`config.mk`:
```
export PLATFORM = sky130hd
export DESIGN_NAME = dino_game_ctrl
export DESIGN_NICKNAME = d
export VERILOG_FILES = /design/src/rtl/dino_game_ctrl.sv
export SDC_FILE = /design/constraint.sdc
export NUM_CORES = 1
export LEC_CHECK = 0
export ABC_AREA = 1
export CAP_MARGIN = 10
export CORE_MARGIN = 8
export CORE_UTILIZATION = 30
export DETAILED_ROUTE_END_ITERATION = 10
export MAX_ROUTING_LAYER = met4
export SLEW_MARGIN = 40
export SYNTH_ARGS = -nofsm -noshare
export SYNTH_HDL_FRONTEND = slang
export SYNTH_SLANG_ARGS = --single-unit
```
`constraint.sdc`:
```
create_clock -name clk -period 6.4 [get_ports clk]
set_input_delay 1.6 -clock clk [delete_from_list [all_inputs] [get_ports clk]]
set_output_delay 1.6 -clock clk [all_outputs]
set_load 0.02 [all_outputs]
```
`src/rtl/dino_game_ctrl.sv`:
```
`default_nettype none
// +--------------------------------------------------------------------------+
// | dino_game_ctrl: per-frame dino runner sequencer (jump, scroll, collide).  |
// | Revision: 1.0                                                            |
// +--------------------------------------------------------------------------+
module dino_game_ctrl #(
  parameter int DINO_X      = 50,
  parameter int DINO_W      = 60,
  parameter int DINO_H      = 60,
  parameter int CACTI_W     = 49,
  parameter int CACTI_H     = 80,
  parameter int GROUND      = 335,
  parameter int CACTI_START = 550,
  parameter int CACTI_MIN   = 10,
  parameter int CACTI_SPEED = 4,
  parameter int JUMP_V0     = 14,
  parameter int GRAVITY     = 1
) (
  input  logic        clk,
  input  logic        reset,
  input  logic        frame_tick,
  input  logic        up,
  input  logic        down,
  output logic [31:0] dino_x,
  output logic [31:0] dino_y,
  output logic [31:0] cacti_x,
  output logic [31:0] cacti_y,
  output logic [15:0] score,
  output logic        game_over,
  output logic        running
);

  localparam logic [1:0] S_IDLE = 2'd0;
  localparam logic [1:0] S_RUN  = 2'd1;
  localparam logic [1:0] S_AIR  = 2'd2;
  localparam logic [1:0] S_OVER = 2'd3;

  localparam logic [9:0]  REST_Y   = 10'(GROUND - DINO_H);
  localparam logic [15:0] CX_START = 16'(CACTI_START);
  localparam logic [15:0] CX_MIN   = 16'(CACTI_MIN);
  localparam logic [15:0] CX_SPEED = 16'(CACTI_SPEED);
  localparam logic [7:0]  V0       = 8'(JUMP_V0);
  localparam logic [7:0]  G1       = 8'(GRAVITY);
  localparam logic [31:0] DX       = 32'(DINO_X);
  localparam logic [31:0] DW       = 32'(DINO_W);
  localparam logic [31:0] DH       = 32'(DINO_H);
  localparam logic [31:0] CW       = 32'(CACTI_W);
  localparam logic [31:0] CH       = 32'(CACTI_H);
  localparam logic [31:0] CY       = 32'(GROUND - CACTI_H);

  logic [1:0]  state_q, state_d;
  logic [9:0]  dino_y_q, dino_y_d;
  logic [7:0]  vy_q, vy_d;
  logic [15:0] cacti_x_q, cacti_x_d;
  logic [15:0] score_q, score_d;
  logic        ft_q, ft_d;

  logic               edge_w;
  logic               hit_w;
  logic [31:0]        cx_w, dy_w;
  logic [15:0]        cx_step_w, score_step_w;
  logic [7:0]         g_w;
  logic signed [10:0] s_w;

  always_comb begin
    ft_d   = frame_tick;
    edge_w = frame_tick & ~ft_q;

    cx_w  = {16'd0, cacti_x_q};
    dy_w  = {22'd0, dino_y_q};
    hit_w = (DX < cx_w + CW) && (cx_w < DX + DW) &&
            (dy_w < CY + CH) && (CY < dy_w + DH);

    if (cacti_x_q < CX_MIN) begin
      cx_step_w    = CX_START;
      score_step_w = (score_q == 16'hFFFF) ? score_q : score_q + 16'd1;
    end else begin
      cx_step_w    = cacti_x_q - CX_SPEED;
      score_step_w = score_q;
    end

    g_w = down ? (G1 << 1) : G1;
    s_w = $signed({1'b0, dino_y_q}) + $signed({{3{vy_q[7]}}, vy_q});

    state_d   = state_q;
    dino_y_d  = dino_y_q;
    vy_d      = vy_q;
    cacti_x_d = cacti_x_q;
    score_d   = score_q;

    case (state_q)
      S_IDLE: begin
        if (edge_w && up) state_d = S_RUN;
      end
      S_RUN: begin
        // A collision on the registered sprites wins over a coincident frame edge.
        if (hit_w) begin
          state_d = S_OVER;
        end else if (edge_w) begin
          cacti_x_d = cx_step_w;
          score_d   = score_step_w;
          if (up) begin
            state_d  = S_AIR;
            dino_y_d = REST_Y - {2'b00, V0};
            vy_d     = G1 - V0;
          end
        end
      end
      S_AIR: begin
        if (hit_w) begin
          state_d = S_OVER;
        end else if (edge_w) begin
          cacti_x_d = cx_step_w;
          score_d   = score_step_w;
          if (s_w >= $signed({1'b0, REST_Y})) begin
            state_d  = S_RUN;
            dino_y_d = REST_Y;
            vy_d     = 8'd0;
          end else begin
            dino_y_d = s_w[10] ? 10'd0 : s_w[9:0];
            vy_d     = vy_q + g_w;
          end
        end
      end
      S_OVER: begin
        if (edge_w && up) begin
          state_d   = S_IDLE;
          dino_y_d  = REST_Y;
          vy_d      = 8'd0;
          cacti_x_d = CX_START;
          score_d   = 16'd0;
        end
      end
      default: state_d = S_IDLE;
    endcase
  end

  // The strobe history keeps tracking through reset so release never fakes an edge.
  always_ff @(posedge clk) begin
    ft_q <= ft_d;
    if (reset) begin
      state_q   <= S_IDLE;
      dino_y_q  <= REST_Y;
      vy_q      <= 8'd0;
      cacti_x_q <= CX_START;
      score_q   <= 16'd0;
    end else begin
      state_q   <= state_d;
      dino_y_q  <= dino_y_d;
      vy_q      <= vy_d;
      cacti_x_q <= cacti_x_d;
      score_q   <= score_d;
    end
  end

  assign dino_x    = DX;
  assign cacti_y   = CY;
  assign dino_y    = {22'd0, dino_y_q};
  assign cacti_x   = {16'd0, cacti_x_q};
  assign score     = score_q;
  assign game_over = (state_q == S_OVER);
  assign running   = (state_q == S_RUN) || (state_q == S_AIR);

endmodule
`default_nettype wire

```
**Word level (Yosys, flattened, before mapping)**

Index checks and enable logic that the tools add are counted.

- Word-level logic and storage cells: 90
- Register bits after elaboration: 53
- Input bits: 5
- Output and inout port bits: 146

- Equality and inequality tests: 19
- Reductions and logical operators: 13
- Bitwise logic cells: 2
- Multiplexer cells: 38
- $lt $le $gt $ge: 6
- Add/subtract/negate cells: 6

Operator list:

| cell | count |
|---|---|
| two-way mux 16 bit | 9 |
| two-way mux 10 bit | 8 |
| case mux 16 bit (2 select lines) | 2 |
| two-way mux 8 bit | 7 |
| case mux 10 bit (3 select lines) | 1 |
| case mux 8 bit (3 select lines) | 1 |
| two-way mux 2 bit | 9 |
| adder 16 x 6 -> 17 bit (second input constant) | 1 |
| < comparator 6 x 17 -> 1 bit (first input constant) | 1 |
| adder 16 x 1 -> 16 bit (second input constant) | 1 |
| == test 16 bit (second input constant) | 1 |
| < comparator 16 x 4 -> 1 bit (second input constant) | 1 |
| < comparator 16 x 7 -> 1 bit (second input constant) | 1 |
| != test 2 bit (second input constant) | 8 |
| subtractor 16 x 3 -> 16 bit (second input constant) | 1 |
| != test 3 bit (second input constant) | 4 |
| AND reduction 6 bit | 2 |
| adder 10 x 6 -> 11 bit (second input constant) | 1 |
| adder 11 x 8 -> 11 bit | 1 |
| >= comparator 11 x 10 -> 1 bit (second input constant) | 1 |
| < comparator 8 x 11 -> 1 bit (first input constant) | 1 |
| < comparator 10 x 9 -> 1 bit (second input constant) | 1 |
| adder 8 x 2 -> 8 bit | 1 |
| case mux 2 bit (4 select lines) | 1 |
| other kinds (13) | 19 |

**Logic depth before layout (Yosys ltp)**

Gate-level depths: netlist of run 1.

- Depth in word-level cells: 7
- Mapped depth: 18
- Gate-level depth less buffers: 18

**Worst setup path before layout of run 1**

No wires, ideal clock.

- Kind: input-to-reg
- From: input frame_tick
- To: register cacti_x_q[4]
- Buffers on the path: 0
- Data required time: 6.265 ns
- Stages: 12
- Slack: 3.488 ns
- Arrival: 2.777 ns
- Setup time: 0.135 ns
- Cell sequence: inv_1 -> nor2_2 -> nand2_1 -> nand2_1 -> inv_1 -> a21oi_1 -> a21boi_2 -> nand2_1 -> nand2_2 -> inv_1 -> o21ai_0 -> a21oi_1

- Cells in the longest elaborated chain, start to end: 4
- Elaborated cells between the ends (all ways): 5
- Those cells by class: eq/ne: 2; bitwise: 1; reduce/logical: 2

Ends and longest elaborated chain:

| what | line | RTL |
|---|---|---|
| from (decl) | 21 | `input logic frame_tick,` |
| bitwise AND 1 bit * | 67 | `edge_w = frame_tick & ~ft_q;` |
| logical AND 1 bit | 126 | `if (edge_w && up) begin` |
| != test 2 x 1 -> 1 bit (no line) | -- |  |
| AND reduction 4 bit (no line) * | -- |  |
| to (signal assigned) | 151 | `cacti_x_q <= cacti_x_d;` |
| to (decl) | 54 | `logic [15:0] cacti_x_q, cacti_x_d;` |

Mark *: on every way between the ends. The rest lies on a longest branch, timed or not.
A chain may end at the register's enable or synchronous reset.

**Worst setup path after layout of run 1**

Same ends and word-level chain as after synthesis.

==> results of run 1 <==
-- metal layers --
layer  routed length (um)  vias to the layer above
met2                 4870                      104
met3                  681                       10
met5                    0                        -
li1                     -                     1990
met4                  116                        0
met1                 5230                     1735
-- path summary, 6_finish.rpt --
kind,startpoint,end,slack (ns),cells after the start
hold reg to reg,score[5]$_SDFFE_PP0P_,score[5]$_SDFFE_PP0P_,0.50,2
hold / removal,score[5]$_SDFFE_PP0P_,score[5]$_SDFFE_PP0P_,0.50,2
setup reg to reg,state_q[1]$_SDFFE_PP0P_,cacti_x_q[4]$_SDFFE_PP0P_,3.45,9
setup / recovery,frame_tick,cacti_x_q[4]$_SDFFE_PP0P_,2.74,13
-- power groups by stage --
stage | Sequential (mW) | Combinational [mW] | Clock (mW)
3_5_place_dp | 0.513 | 1.18 | 0
5_1_grt | 0.519 | 1.35 | 0.299
6_report | 0.505 | 1.18 | 0.272
3_3_place_gp | 0.512 | 1.18 | 0
4_1_cts | 0.506 | 1.19 | 0.286
2_1_floorplan | 0.528 | 0.931 | 0
-- worst register-to-register path, stage by stage (launching register included) --
cell,delay [ns]
dfxtp_1,0.43
ha_1,0.54
inv_1,0.42
a21oi_1,0.38
a21boi_2,0.50
nand2_1,0.12
nand2_2,0.20
inv_1,0.10
o21ai_0,0.09
a21oi_1,0.05
-- flip-flops by register name (all words and copies together), names as in the netlist --
register and flops:
score 16, cacti_x_q 15, dino_y_q 10, vy_q 8, state_q 2, ft_q 1
-- cells by family after synthesis --
family / count (synthesis) / share of synthesized area
other: 2 / 0.00170
xor gates and xnor gates: 20 / 0.0396
and+or+nand+nor: 294 / 0.304
DFF: 52 / 0.235
adders and majority gates: 23 / 0.0684
AOI/OAI and AO/OA: 86 / 0.108
buffers and inverters: 175 / 0.243
-- metrics by stage --
stage | hold WS [ns] | worst slack (ns) | instance area (um^2)
final | 0.495 | 2.74 | 4820
after CTS | 0.501 | 2.74 | 4820
after global routing | 0.524 | 2.53 | 4820
after floorplan | 0.508 | 3.49 | 4800
after global placement | 0.488 | 2.49 | 4670
after detailed placement | 0.488 | 2.43 | 4670
-- area by class of cell --
| type | instances | area [um^2] | share of cell area |
|---|---|---|---|
| flip-flops and latches | 52 | 1040 | 0.216 |
| clock buffers | 6 | 139 | 0.0288 |
| clock inverters | 2 | 10.0 | 0.00208 |
| well taps | 184 | 230 | 0.0478 |
| multi-input cells | 526 | 2690 | 0.558 |
| inverters | 61 | 234 | 0.0485 |
| repair buffers | 48 | 478 | 0.0991 |
-- synthesized netlist by cell type (2+ instances only) --
library cell,n
o22ai_1,2
nor2_1,50
clkbuf_1,4
a211oi_1,2
nor3_2,2
xor2_1,16
nor3_1,16
o21ai_0,20
buf_4,105
buf_6,2
xnor2_1,4
nor4_1,6
nand3_1,40
conb_1,2
inv_2,5
nand2_4,2
nand3b_1,3
nand4_1,13
buf_2,3
ha_1,21
a21oi_2,2
nand2_1,144
nor2_2,5
fa_1,2
dfxtp_1,52
inv_1,55
or2_0,2
nand2_2,5
a21oi_1,46
o21ai_1,7
nor2_8,2
==> reports/metrics.cfg, run 1 <==
[detailed_routing]
post-route-drc-count=0
vias=3839
wl_mm=10.9
drt_iter0_markers=165
vias_per_cell=4.37
wl_per_cell_um=12.4
ant_nets=0
drtPass1Iterations=5

[die]
die_width_um=137
die-area_um2=18900
die_h_um=137
start_util=0.306
coreArea_um2=14500
pin_count=151
fp-row-count=44

[critical_path]
crit_path_max_fanout=12
max_stage_delay_ns=0.50
crit_arrival_ns=3.84
cp.required_ns=6.58
crit_path_cell_trace=clkdlybuf4s50_1 > inv_1 > nor2_2 > nand2_1 > nand2_1 > inv_1 > a21oi_1 > a21boi_2 > nand2_1 > nand2_2 > inv_1 > o21ai_0 > a21oi_1
cp-start-kind=primary input
critPathSlowestCell=clkdlybuf4s50_1
path_class=primary input to flop
cp-end-kind=flop
cp_top_family=compound AO/OA/AOI/OAI gates
cp_num_buf_inv=4

[synth]
synth_area_leader_cell=dfxtp_1
syn_area_per_cell_um2=6.79
async_flop_share=0
ys_ff_latch=52
synth_edf_count=0
synth_top_cell_area_share=0.235
ys_seq_area_frac=0.235
yosysUniqueCellTypes=43
synthFlopType=dfxtp_1
syn-instance-count=652
ys.warnings.count=0
synth_area_leaders=dfxtp_1 24%, buf_4 18%, nand2_1 12%
syn_area_um2=4430

[final_layout]
nets=722
final_cells=879
final_common_cell=nand2_1
fin_util=0.333
antenna_cells=0
syn2layout_area_growth_pct=8.93
drive_gt1_frac=0.0576
fill_cells=1606
mostFrequentLayoutCells=144 x nand2_1, 103 x conb_1, 55 x inv_1

[grt]
grt_use_met3=0.0208
antenna_found_initial=0
grt_pass1_vias=3551
grt_use_met2=0.180
overflow=0
gr-max-usage-layer=met2
grt_max_degree=23
grt_pass1_wl_mm=17.2
grt_use_total=0.115
grtUsageMet1=0.148

[clocking]
cts_tree=built
numCtsBuffers=5
clk_path_buf_depth=2
clkLatencyLatePin_ns=0.29
post_cts_resized=0
root_buffer=clkbuf_16
clock_sinks=52
clk_pin_slew_worst_paths_ns=0.07
cts_setup_buffers=0
cts-hold-fix-buffers=0
cts_max_level=2

[sta]
slew_viol_final=0
min_period_ns=3.66
rsz0062_at_grt=no
finalHoldViolations=0
setup_viol_count_final=0
tightest_slew_ns=0.545
max_freq_mhz=273
setup_tns_ns=0
fin_crit_sh=0.573
relSlewSlack=0.637
fin_skew_ns=0.00619

[placed_design]
gp_congestion=0.863
numPortBuffers=47
dp_cells=871
dpl.hpwl_mm=8.65

[power]
clkPwrFrac=0.139
p_leak_nw=2.15
pwr-share-comb=0.603
internal_power_mw=0.941
powerDensity_nw_per_um2=406
swShare=0.519
report.power.total_mw=1.96
p_sw_mw=1.02
p_seq_frac=0.258
peakVddDrop_uv=135

[outcome]
status=finished, final reports clean

[run]
max-cap-violations=0

[hold_path]
hold_class=flop to flop

No activity file was read; power rests on OpenSTA's default activity.
==> run 2, diff against run 1 <==
==> constraint.sdc (replaced) <==
create_clock -name clk -period 3.83 [get_ports clk]
set_input_delay 0.9575 -clock clk [delete_from_list [all_inputs] [get_ports clk]]
set_output_delay 0.9575 -clock clk [all_outputs]
set_load 0.02 [all_outputs]
==> reports/metrics.cfg, run 2 (same netlist as run 1, synthesis figures left out) <==
[outcome]
status=finished, final reports clean

[detailed_routing]
wl_mm=10.8  ; -1.0%
wl_per_cell_um=12.2  ; -1.2%
post-route-drc-count=0  ; unchanged
drt_iter0_markers=172  ; +4.2%
vias_per_cell=4.32  ; -1.1%
drtPass1Iterations=4  ; -1
ant_nets=0  ; unchanged
vias=3807  ; -0.83%

[grt]
gr-max-usage-layer=met2
grtUsageMet1=0.150  ; +0.00158
grt_use_total=0.113  ; -0.00140
grt_pass1_wl_mm=16.9  ; -1.8%
grt_use_met2=0.177  ; -0.00297
grt_max_degree=23  ; unchanged
grt_use_met3=0.0182  ; -0.00255
grt_pass1_vias=3473  ; -2.2%
overflow=0  ; unchanged
antenna_found_initial=0  ; unchanged

[critical_path]
crit_arrival_ns=1.97  ; -1.87 ns
path_class=flop to primary output
cp-start-kind=flop
r2r_setup_slack_ns=0.97  ; -2.48 ns
crit_path_max_fanout=13  ; +1
cp-end-kind=primary output
cp.required_ns=2.87  ; -3.71 ns

[power]
pwr-share-comb=0.606  ; +0.003
p_sw_mw=1.69  ; +67%
report.power.total_mw=3.28  ; +68%
p_leak_nw=2.16  ; +0.21%
powerDensity_nw_per_um2=679  ; +67%
swShare=0.516  ; -0.00316
p_seq_frac=0.256  ; -0.002
internal_power_mw=1.59  ; +69%
clkPwrFrac=0.138  ; about the same
peakVddDrop_uv=245  ; +81%

[sta]
min_period_ns=2.92
fin_crit_sh=0.763
max_freq_mhz=342
rsz0062_at_grt=no
layout_setup_ws_ns=0.907  ; -1.83 ns
setup_tns_ns=0  ; unchanged
relSlewSlack=0.631  ; -0.00591
slew_viol_final=0  ; unchanged
setup_viol_count_final=0  ; unchanged
finalHoldViolations=0  ; unchanged
tightest_slew_ns=0.554  ; +0.00886 ns
fin_skew_ns=0.00659  ; +0.000395 ns

[clocking]
cts_setup_buffers=0  ; unchanged
post_cts_resized=0  ; unchanged
cts_tree=built
clk_path_buf_depth=2  ; unchanged
cts_max_level=2  ; unchanged
cts-hold-fix-buffers=0  ; unchanged
clock_sinks=52  ; unchanged
clk_pin_slew_worst_paths_ns=0.07  ; about the same
root_buffer=clkbuf_16
numCtsBuffers=5  ; unchanged
clkLatencyLatePin_ns=0.29  ; about the same

[final_layout]
fin_util=0.334  ; +0.000864
final_common_cell=nand2_1
nets=724  ; +0.28%
largest_reg_flops=16  ; unchanged
drive_gt1_frac=0.0574  ; -0.000165
finalInstanceArea_um2=4830  ; +0.26%
syn2layout_area_growth_pct=9.22
antenna_cells=0  ; unchanged
mostFrequentLayoutCells=144 x nand2_1, 103 x conb_1, 55 x inv_1

[die]
die_h_um=137  ; unchanged
die-area_um2=18900  ; unchanged
start_util=0.306  ; unchanged
coreArea_um2=14500  ; unchanged
pin_count=151  ; unchanged
die_width_um=137  ; unchanged
fp-row-count=44  ; unchanged

[placed_design]
gp_congestion=0.840  ; -2.6%
dpl.hpwl_mm=8.60  ; -0.56%
dp_worst_setup_slack_ns=0.636  ; -1.80 ns
placed_area_um2=4690  ; +0.32%
numPortBuffers=47  ; unchanged

[run]
max-cap-violations=0  ; unchanged

[hold_path]
hold_class=flop to flop

==> run 2: area by class of cell <==
cell class / instances / area, um^2
fill: 1610 / 9650
multi-input combinational: 526 / 2690
sequential: 52 / 1040
timing repair buffer: 50 / 493
inverter: 61 / 234
tap: 184 / 230
clock buffer: 8 / 146
==> run 2: path summary, 6_finish.rpt <==
| kind | startpoint | end | depth (start not counted) |
|---|---|---|---|
| max | state_q[1]$_SDFFE_PP0P_ | game_over | 2 |
| min | dino_y_q[9]$_SDFFE_PP0P_ | dino_y_q[9]$_SDFFE_PP0P_ | 2 |
| max reg2reg | state_q[1]$_SDFFE_PP0P_ | score[1]$_SDFFE_PP0P_ | 8 |
| min reg2reg | dino_y_q[9]$_SDFFE_PP0P_ | dino_y_q[9]$_SDFFE_PP0P_ | 2 |
==> run 2: metrics by stage <==
step	hold WS [ns]	instances
finish	0.502	881
global route	0.534	881
CTS	0.508	881
detailed placement	0.497	873
global placement	0.494	873
floorplan	0.508	753
==> run 2: worst max-delay path, cell delays in order, from the launching register on <==
cell and delay [ns]:
dfxtp_1 0.42, ha_1 0.54, clkdlybuf4s50_1 0.71
==> run 2: routing by layer <==
metal | share of wire | up-vias | wire [um]
li1 | - | 2004 | -
met1 | 0.48 | 1698 | 5220
met2 | 0.45 | 99 | 4850
met3 | 0.058 | 6 | 622
met4 | 0.0083 | 0 | 89
met5 | 0 | - | 0
==> run 2: power by group through the flow <==
stage | Sequential (mW) | Clock [mW] | Combinational [mW]
after floorplan | 0.882 | 0 | 1.56
after global placement | 0.854 | 0 | 1.99
after detailed placement | 0.854 | 0 | 1.99
after CTS | 0.843 | 0.470 | 2.00
after global routing | 0.863 | 0.496 | 2.24
final | 0.841 | 0.454 | 1.99
